### config.mk
export PLATFORM = sky130hd
export DESIGN_NAME = gesture_cmd_sched_flat
export DESIGN_NICKNAME = d
export VERILOG_FILES = /design/src/rtl/gesture_cmd_sched_if.sv /design/src/rtl/gesture_cmd_sched.sv /design/src/flat_wrapper.sv
export SDC_FILE = /design/constraint.sdc
export NUM_CORES = 1
export LEC_CHECK = 0
export CORE_UTILIZATION = 53
export DETAILED_ROUTE_END_ITERATION = 10
export PLACE_DENSITY = 0.8
export SYNTH_ARGS = -nofsm -noshare
export SYNTH_HDL_FRONTEND = slang
export SYNTH_SLANG_ARGS = --single-unit
### constraint.sdc
create_clock -name clk -period 2.7 [get_ports clk]
set_input_delay 0.405 -clock clk [delete_from_list [all_inputs] [get_ports clk]]
set_output_delay 0.405 -clock clk [all_outputs]
set_load 0.01 [all_outputs]
### src/rtl/gesture_cmd_sched_if.sv
// rtl/gesture_cmd_sched_if.sv - gesture command scheduler sensor/consumer bus
interface gesture_cmd_sched_if #(
   parameter int DEPTH_LOG2 = 2
);
   logic [7:0]            gest_data;
   logic                  cmd_valid;
   logic                  cmd_ready;
   logic [3:0]            cmd_code;
   logic                  beep_req;
   logic [DEPTH_LOG2:0]   fifo_level;
   logic [7:0]            drop_cnt;

   modport master (
      output gest_data, cmd_ready,
      input  cmd_valid, cmd_code, beep_req, fifo_level, drop_cnt
   );

   modport slave (
      input  gest_data, cmd_ready,
      output cmd_valid, cmd_code, beep_req, fifo_level, drop_cnt
   );
endinterface

### src/rtl/gesture_cmd_sched.sv
// rtl/gesture_cmd_sched.sv - gesture edge detect, repeat lockout, command FIFO and beep ack
module gesture_cmd_sched #(
   parameter int LOCKOUT_CYC = 25_000_000,
   parameter int BEEP_CYC    = 5_000_000,
   parameter int DEPTH_LOG2  = 2
) (
   input  logic               clk,
   input  logic               rst_n,
   gesture_cmd_sched_if.slave bus
);
   localparam int DEPTH   = 1 << DEPTH_LOG2;
   localparam int LVL_W   = DEPTH_LOG2 + 1;
   localparam int LOCK_W  = (LOCKOUT_CYC > 1) ? $clog2(LOCKOUT_CYC) : 1;
   localparam int BEEP_W  = (BEEP_CYC > 1) ? $clog2(BEEP_CYC) : 1;
   localparam logic [LOCK_W-1:0] LOCK_LOAD = LOCK_W'(LOCKOUT_CYC - 1);
   localparam logic [BEEP_W-1:0] BEEP_LOAD = BEEP_W'(BEEP_CYC - 1);

   typedef enum logic {L_IDLE, L_LOCK} lock_state_t;
   typedef enum logic {B_IDLE, B_ON}   beep_state_t;

   logic [3:0] g_r, g_d, pedge;
   logic       pedge_multi, pedge_single;
   logic       unused_gest_hi;

   logic [3:0]            mem [DEPTH];
   logic [DEPTH_LOG2-1:0] wr_ptr, rd_ptr;
   logic [LVL_W-1:0]      level;
   logic                  full, pop, accept, push, drop;
   logic [7:0]            drop_cnt;

   lock_state_t       lock_state, lock_next;
   logic [LOCK_W-1:0] lock_cnt, lock_cnt_next;
   logic [3:0]        last_code, last_code_next;

   beep_state_t       beep_state, beep_next;
   logic [BEEP_W-1:0] beep_cnt, beep_cnt_next;

   assign unused_gest_hi = ^bus.gest_data[7:4];

   always_ff @(posedge clk or negedge rst_n) begin
      if (!rst_n) begin
         g_r <= 4'd0;
         g_d <= 4'd0;
      end else begin
         g_r <= bus.gest_data[3:0];
         g_d <= g_r;
      end
   end

   // x & (x-1) clears the lowest set bit; anything left means two or more edges
   assign pedge        = g_r & ~g_d;
   assign pedge_multi  = |(pedge & (pedge - 4'd1));
   assign pedge_single = (pedge != 4'd0) && !pedge_multi;

   assign full   = (level == LVL_W'(DEPTH));
   assign pop    = (level != '0) && bus.cmd_ready;
   assign accept = pedge_single && ((lock_state == L_IDLE) || (pedge != last_code));
   assign push   = accept && (!full || pop);
   assign drop   = pedge_multi || (accept && full && !pop);

   // Storage is not reset: the head is masked by cmd_valid, so stale entries never leak
   always_ff @(posedge clk) begin
      if (push) mem[wr_ptr] <= pedge;
   end

   always_ff @(posedge clk or negedge rst_n) begin
      if (!rst_n) begin
         wr_ptr <= '0;
         rd_ptr <= '0;
         level  <= '0;
      end else begin
         if (push) wr_ptr <= wr_ptr + DEPTH_LOG2'(1);
         if (pop)  rd_ptr <= rd_ptr + DEPTH_LOG2'(1);
         case ({push, pop})
            2'b10:   level <= level + LVL_W'(1);
            2'b01:   level <= level - LVL_W'(1);
            default: level <= level;
         endcase
      end
   end

   always_ff @(posedge clk or negedge rst_n) begin
      if (!rst_n)                         drop_cnt <= 8'd0;
      else if (drop && drop_cnt != 8'hFF) drop_cnt <= drop_cnt + 8'd1;
   end

   always_ff @(posedge clk or negedge rst_n) begin
      if (!rst_n) begin
         lock_state <= L_IDLE;
         lock_cnt   <= '0;
         last_code  <= 4'd0;
      end else begin
         lock_state <= lock_next;
         lock_cnt   <= lock_cnt_next;
         last_code  <= last_code_next;
      end
   end

   always_comb begin
      lock_next      = lock_state;
      lock_cnt_next  = lock_cnt;
      last_code_next = last_code;
      case (lock_state)
         L_IDLE: ;
         L_LOCK: begin
            if (lock_cnt == '0) lock_next     = L_IDLE;
            else                lock_cnt_next = lock_cnt - LOCK_W'(1);
         end
         default: lock_next = L_IDLE;
      endcase
      // Only a command that actually reached the FIFO arms the lockout
      if (push) begin
         lock_next      = L_LOCK;
         lock_cnt_next  = LOCK_LOAD;
         last_code_next = pedge;
      end
   end

   always_ff @(posedge clk or negedge rst_n) begin
      if (!rst_n) begin
         beep_state <= B_IDLE;
         beep_cnt   <= '0;
      end else begin
         beep_state <= beep_next;
         beep_cnt   <= beep_cnt_next;
      end
   end

   always_comb begin
      beep_next     = beep_state;
      beep_cnt_next = beep_cnt;
      case (beep_state)
         B_IDLE: ;
         B_ON: begin
            if (beep_cnt == '0) beep_next     = B_IDLE;
            else                beep_cnt_next = beep_cnt - BEEP_W'(1);
         end
         default: beep_next = B_IDLE;
      endcase
      if (pop) begin
         beep_next     = B_ON;
         beep_cnt_next = BEEP_LOAD;
      end
   end

   assign bus.cmd_valid  = (level != '0);
   assign bus.cmd_code   = bus.cmd_valid ? mem[rd_ptr] : 4'd0;
   assign bus.beep_req   = (beep_state == B_ON);
   assign bus.fifo_level = level;
   assign bus.drop_cnt   = drop_cnt;
endmodule

### src/flat_wrapper.sv
// flat-port wrapper written by rule: the top's interface ports become plain ports
module gesture_cmd_sched_flat 
#(
   parameter int LOCKOUT_CYC = 25_000_000,
   parameter int BEEP_CYC    = 5_000_000,
   parameter int DEPTH_LOG2  = 2
)
  (clk, rst_n, bus_gest_data, bus_cmd_ready, bus_cmd_valid, bus_cmd_code, bus_beep_req, bus_fifo_level, bus_drop_cnt);
  gesture_cmd_sched_if #(.DEPTH_LOG2(DEPTH_LOG2)) bus_i ();
  input  logic clk;
  input  logic rst_n;
  input wire logic [$bits(bus_i.gest_data)-1:0] bus_gest_data;
  input wire logic [$bits(bus_i.cmd_ready)-1:0] bus_cmd_ready;
  output wire logic [$bits(bus_i.cmd_valid)-1:0] bus_cmd_valid;
  output wire logic [$bits(bus_i.cmd_code)-1:0] bus_cmd_code;
  output wire logic [$bits(bus_i.beep_req)-1:0] bus_beep_req;
  output wire logic [$bits(bus_i.fifo_level)-1:0] bus_fifo_level;
  output wire logic [$bits(bus_i.drop_cnt)-1:0] bus_drop_cnt;
  assign bus_i.gest_data = bus_gest_data;
  assign bus_i.cmd_ready = bus_cmd_ready;
  assign bus_cmd_valid = bus_i.cmd_valid;
  assign bus_cmd_code = bus_i.cmd_code;
  assign bus_beep_req = bus_i.beep_req;
  assign bus_fifo_level = bus_i.fifo_level;
  assign bus_drop_cnt = bus_i.drop_cnt;
  gesture_cmd_sched #(.LOCKOUT_CYC(LOCKOUT_CYC), .BEEP_CYC(BEEP_CYC), .DEPTH_LOG2(DEPTH_LOG2)) u_core (.clk(clk), .rst_n(rst_n), .bus(bus_i));
endmodule
==> results of run 1 <==
[cells by family (layout without fill, tap and decap cells)]
| kind of cell | count (synthesis) | in the layout | synth area share [%] |
|---|---|---|---|
| compound gates | 49 | 49 | 7.61 |
| simple gates | 193 | 193 | 21.8 |
| mux | 12 | 12 | 3.91 |
| buf+inv | 29 | 68 | 2.41 |
| fa+ha+maj | 9 | 9 | 2.57 |
| flops | 93 | 93 | 52.7 |
| xor+xnor | 47 | 47 | 9.00 |
[worst max-delay path, cell delays in order, from the launching register on]
cell and delay, ps:
dfrtp_1 550, mux4_2 560, and2_1 170, clkdlybuf4s50_1 480
[flip-flops by register name, indices dropped and copies added, names as in the netlist, 3 cells and up]
signal and flops:
u_core.lock_cnt 25, u_core.beep_cnt 23, u_core.mem 16, u_core.bus.drop_cnt 8, u_core.g_d 4, u_core.g_r 4
u_core.last_code 4, u_core.bus.fifo_level 3
[synth_stat cells, types with 4 or more instances]
library cell	count	share of area (%)
nand3b_1	4	0.66
clkbuf_1	15	1.2
nand3_1	10	1.1
inv_1	13	1.1
o21ai_0	10	1.1
mux4_2	4	2.0
o211ai_1	7	1.1
and3_1	7	0.96
ha_1	7	1.9
edfxtp_1	16	11
nor3_1	20	2.2
dfrtp_1	77	42
or4_1	4	0.66
xor2_1	13	2.5
nand2_1	46	3.8
a211oi_1	5	0.82
nand2b_1	10	1.4
or3_1	12	1.6
and2_1	6	0.82
xnor2_1	34	6.5
nor2b_1	5	0.68
mux2_2	7	1.7
nor2_1	38	3.1
or2_2	4	0.55
nor4_1	12	1.6
a21oi_1	11	1.2
nand4_1	7	0.96
[through the flow]
step / hold WS [ps] / util [%] / std cells / instance area (um2)
5_1_grt: 270 / 62.8 / 576 / 5210
3_5_place_dp: 362 / 60.1 / 560 / 4990
2_1_floorplan: 109 / - / 432 / 4570
6_report: 175 / 62.8 / 576 / 5210
4_1_cts: 224 / 62.8 / 576 / 5210
3_3_place_gp: 353 / 60.1 / 560 / 4990
[worst paths after layout]
path                                  start                        to  slack [ps]  depth (start not counted)
min                                   rst_n       u_core.beep_cnt[16]         180                          1
max in group asynchronous             rst_n             u_core.g_d[1]        1900                          1
max reg2reg                   u_core.g_r[3]  u_core.bus.fifo_level[1]         190                         10
min in group clk              u_core.g_r[3]             u_core.g_d[3]         380                          0
max                        u_core.rd_ptr[0]           bus_cmd_code[0]         180                          3
min reg2reg                   u_core.g_r[3]             u_core.g_d[3]         380                          0
[layer usage]
metal / vias up / GRT usage (%) / share of wire, %
li1: 1592 / - / -
met1: 1622 / 24.5 / 43
met2: 47 / 37.1 / 52
met3: 13 / 4.03 / 2.8
met4: 0 / 8.21 / 1.7
met5: - / 0 / 0
[cells in the final DEF (no fill, tap or decap), drive strengths merged, types with 11 or more instances in the layout]
master,netlist,routed
buf,1,17
nand2,46,46
or3,12,12
xor2,13,13
edfxtp,16,16
nor2,38,38
inv,13,13
a21oi,11,11
dfrtp,77,77
nor4,13,13
nor3,20,20
xnor2,34,34
clkdlybuf4s50,0,22
[layout make-up]
type                            count  area [um2]  area share (%)
Tap cell                          105         131            2.52
Inverter                           13        48.8           0.936
Clock buffer                       10         149            2.86
Multi-Input combinational cell    310        2060            39.5
Clock inverter                      6        70.1            1.34
Timing Repair Buffer               39         348            6.67
Sequential cell                    93        2410            46.2
[report_power, final]
part	switching [uW]	leakage (uW)	internal [uW]	total (uW)
Combinational	606	0.000824	675	1280
Clock	492	0.0000998	487	978
Sequential	252	0.00101	1660	1910
[repair_timing]
item                       4_1_cts  5_1_grt
setup endpoints to repair        0        2
buffers inserted                 0        0
resized for setup                0        1
==> metrics.txt, run 1 <==
outcome=completed; overall power=4170 uW; DRT Pass-1 Iters=4; Hold Crit Class=in -> async; CTS buffer count=9; Mapped Cells=432; Max VDD drop=roughly 360 uV; clk slew on worst S/H paths=90 ps; Post-synth EDFFs=16; CP max FO=6; Critical Path Start Type=register; Clock Latency Late Sink=360 ps; fmax=approximately 400 MHz; Critical Path RT=2300 ps; ANT cells=0; routed vias=3274; area of the core=8300 um2; crit path DAT=2120 ps; crit end category=primary output; post-route setup TNS=0 ps; final hold vios=0; Max-Cap Viols=0; vias in the first global route=3262; die area=around 9000 um2; HPWL Detailed=5870 um; leakage=0.00194 uW; Placer Congestion=0.798; Mean Syn Cell Area=between 10 and 15 um2; final setup vio count=0; Fillers=660; RSZ-0062 raised after global routing=no; clock skew=~7.5 ps; global-route wire length before repair=14400 um; Max transition margin=37.0%; period utilization=between 90% and 100%; Die X=94.9 um; Pins Over Slew Limit=0; ys async rst share=82.8%; IO Count=28; predominant post-synthesis flop cell=dfrtp_1; fin nets=485; kind of critical path=reg -> out; final worst slack=about 180 ps; synthesis-stage register bit count=93; synthesized netlist net count=451; Cell Pwr Density=800 nW/um2; final WL=8440 um; initial drt markers=163; number of antenna violations at the first check in global routing=0; Port Buffers=23; TritonCTS clock tree=yes; post-layout minimum cycle time=2520 ps; Yosys Warn Count=0; Area Growth Syn to Fin=14.0%; largest net degree at the start of global routing=78; Place WS=around 170 ps; ANT nets after route=0; worst slew pin tran=944 ps; GRT overflow=0; share of cells above drive strength 1=11.3%; synth unique cells=50; synthesized cell area=4570 um2; hold_buf cts=0; Die Y=between 90 and 100 um; Seq/Total Area, Yosys=52.7%; initial core utilization=55.1%; DRC=0; CTS H-tree depth=3; Clock Root Buffer=clkbuf_8; gr usage total=20.8%; Via density=approximately 5.7; row count=33; clk sinks=between 90 and 100; CTS max path bufs=2; DR WL/cell=14.7 um
Power figures use the tool's default switching activity.
==> inputs of run 2 (changes only) <==
--- a/config.mk
+++ b/config.mk
@@ -5,6 +5,7 @@
 export SDC_FILE = /design/constraint.sdc
 export NUM_CORES = 1
 export LEC_CHECK = 0
+export CAP_MARGIN = 10
 export CORE_UTILIZATION = 53
 export DETAILED_ROUTE_END_ITERATION = 10
 export PLACE_DENSITY = 0.8
==> results of run 2 <==
No change in the layout: final DEF, timing and power equal those of run 1.
==> inputs of run 3 (changes only) <==
--- a/config.mk
+++ b/config.mk
@@ -8,7 +8,9 @@
 export CAP_MARGIN = 10
 export CORE_UTILIZATION = 53
 export DETAILED_ROUTE_END_ITERATION = 10
+export MAX_ROUTING_LAYER = met4
 export PLACE_DENSITY = 0.8
+export SKIP_CTS_REPAIR_TIMING = 1
 export SYNTH_ARGS = -nofsm -noshare
 export SYNTH_HDL_FRONTEND = slang
 export SYNTH_SLANG_ARGS = --single-unit
==> constraint.sdc (replaced) <==
create_clock -name clk -period 2.7 [get_ports clk]
set_input_delay 0.405 -clock clk [delete_from_list [all_inputs] [get_ports clk]]
set_output_delay 0.405 -clock clk [all_outputs]
set_load 0.05 [all_outputs]
==> run 3 against run 2 <==
- sequential power hardly changed
- maximum frequency is 1.7% lower
- die area stayed put
- sequential share of layout area is 0.53 points lower
- count of clock-buffer cells in the layout stayed put
- highest routed layer unchanged
- via count is 0.89% higher
- routed wire length is 0.38% higher
- clock power is 5% higher
- global-route usage is 0.74 points higher
- cell area is 1.2% higher
- flip-flop and latch count stayed put
- critical endpoint is now u_core.bus.fifo_level[1]
==> metrics.txt, run 3 (same netlist as run 1, synthesis figures left out) <==
Area Growth Syn to Fin=15.4%; largest net degree at the start of global routing=55 (-29%); post-route setup TNS=0 ps (unchanged); worst slew pin tran=685 ps (-259 ps); Switching Share=37.7% (+5.3 points); post-layout minimum cycle time=2570 ps (+44.2 ps); cells on worst reg2reg path=10 (unchanged); CTS H-tree depth=3 (unchanged); initial drt markers=204 (+25%); Largest delay share family, worst path=simple AND/OR/NAND/NOR gates; fmax=389 MHz (-1.7%); Die Y=94.9 um (unchanged); Fillers=637 (-3.5%); Clock Latency Late Sink=360 ps (about the same); global-route wire length before repair=14400 um (-0.43%); Clock Root Buffer=clkbuf_8; leading cell type in the layout, fill and taps excluded=dfrtp_1; flop-to-flop setup slack=130 ps (-60 ps); RSZ-0062 raised after global routing=no; Hold Worst Slack=59.6 ps (-115 ps); most flop-heavy register=u_core.lock_cnt; period utilization=95.1% (+1.6 points); Clk pwr share=22.2% (-1.3 points); FF+latch area=2410 um2 (about the same); Crit path largest cell delay=450 ps (-110 ps); clk slew on worst S/H paths=100 ps (about the same); Pins Over Slew Limit=0 (unchanged); DRC=0 (unchanged); most frequent cells in the layout=dfrtp_1 (76), nand2_1 (46), nor2_1 (38); Cell Count, Final, Fillers Out=578 (+0.35%); final WL=8480 um (+0.38%); DRT Pass-1 Iters=4 (unchanged); gr usage total=21.5% (+0.74 points); HPWL Detailed=5990 um (+2.1%); Place WS=88.4 ps (-82.9 ps); fin nets=487 (+0.41%); routed vias=3303 (+0.89%); final hold vios=0 (unchanged); leakage=0.00201 uW (+3.6%); Psw=1760 uW (+30%); TritonCTS clock tree=yes; share of cells above drive strength 1=12.3% (+1.0 points); internal power=2910 uW (+3.0%); crit path DAT=2800 ps (+680 ps); Critical Path Start Type=register; area of the core=8300 um2 (unchanged); area occupied by multi-input gates=2080 um2 (+1.0%); Critical Path RT=2940 ps (+640 ps); IO Count=28 (unchanged); crit path launch=u_core.g_r[3]; Port Buffers=23 (unchanged); Hold Crit Class=in -> async; Inst Count DP=561 (+0.18%); initial core utilization=55.1% (unchanged); die area=9000 um2 (unchanged); Die X=94.9 um (unchanged); Max VDD drop=360 uV (-0.51%); outcome=completed; Via density=5.71 (+0.54%); number of antenna violations at the first check in global routing=0 (unchanged); FF-to-FF Start=u_core.g_r[3]; Largest register FFs=25 (unchanged); row count=33 (unchanged); GRT overflow=0 (unchanged); CTS buffer count=9 (unchanged); Cell Pwr Density=884 nW/um2 (+10%); Max-Cap Viols=0 (unchanged); final worst slack=132 ps (-44.2 ps); final setup vio count=0 (unchanged); Worst R2R End=u_core.bus.fifo_level[1]; Placer Congestion=0.844 (+5.8%); Buffers & Inverters on Critical Path=1 (unchanged); vias in the first global route=3151 (-3.4%); ANT nets after route=0 (unchanged); Critical-path top delay cell=fa_1; Comb pwr share=37.2% (+6.5 points); CTS max path bufs=2 (unchanged); Max transition margin=54.1% (+17 points); kind of critical path=reg -> reg; clock skew=13.2 ps (+5.69 ps); clk sinks=93 (unchanged); top flop regs=u_core.lock_cnt (25), u_core.beep_cnt (23), u_core.mem (16); sequential share of power=40.6% (-5.2 points); CP Cell Sequence=nor2b_1 > buf_4 > or2_2 > and4_1 > o21a_1 > nor2_1 > fa_1 > nand2b_1 > o221ai_2 > a211oi_2; DR WL/cell=14.7 um (about the same); CP max FO=9 (+3); ANT cells=0 (unchanged); crit end category=register
## run 3: cell count changes in the layout (fill, tap and decap cells not counted), moves of 2 or more
cell             change
clkinvlp_4           -3
clkdlybuf4s50_1      -4
inv_6                +2
dlymetal6s2s_1       +4
## run 3: how the worst max path moves through the flow
| stage | to | slack (ps) | cells past startpoint |
|---|---|---|---|
| 6_report | u_core.bus.fifo_level[1] | 130 | 10 |
| 5_1_grt | u_core.bus.fifo_level[1] | 20 | 10 |
| 4_1_cts | bus_cmd_code[2] | -50 | 3 |
| 3_5_place_dp | u_core.bus.fifo_level[1] | 90 | 11 |
| 3_3_place_gp | u_core.bus.fifo_level[1] | 230 | 11 |
| 2_1_floorplan | u_core.bus.fifo_level[1] | 7 | 12 |
## run 3: per-stage QoR
step	utilization (%)	power (uW)	instance area, um2
2_1_floorplan	-	3080	4570
3_3_place_gp	60.4	3560	5010
3_5_place_dp	60.4	3620	5010
4_1_cts	63.1	4650	5230
5_1_grt	63.6	4920	5280
6_report	63.6	4660	5280
## run 3: area by class of cell
class                      count  share of cell area (%)
sequential                    93                    45.6
multi-input combinational    310                    39.4
timing repair buffer          41                    7.30
tap                          105                    2.49
clock buffer                  10                    2.42
clock inverter                 6                    1.80
inverter                      13                   0.925
## run 3: power by group through the flow
stage | Sequential, uW | Combinational (uW) | Clock, uW
after detailed placement | 1920 | 1700 | 0
after CTS | 1890 | 1700 | 1050
final | 1890 | 1730 | 1030
after global routing | 1930 | 1890 | 1100
after floorplan | 2110 | 969 | 0
after global placement | 1910 | 1650 | 0
## run 3: routing by layer
layer / part of all wire, % / routed length (um) / vias to the layer above / track usage (%)
li1: - / - / 1594 / -
met1: 46 / 3860 / 1645 / 26.5
met2: 50 / 4260 / 47 / 35.2
met3: 2.5 / 209 / 17 / 3.46
met4: 1.7 / 144 / 0 / 9.22
met5: 0 / 0 / - / -
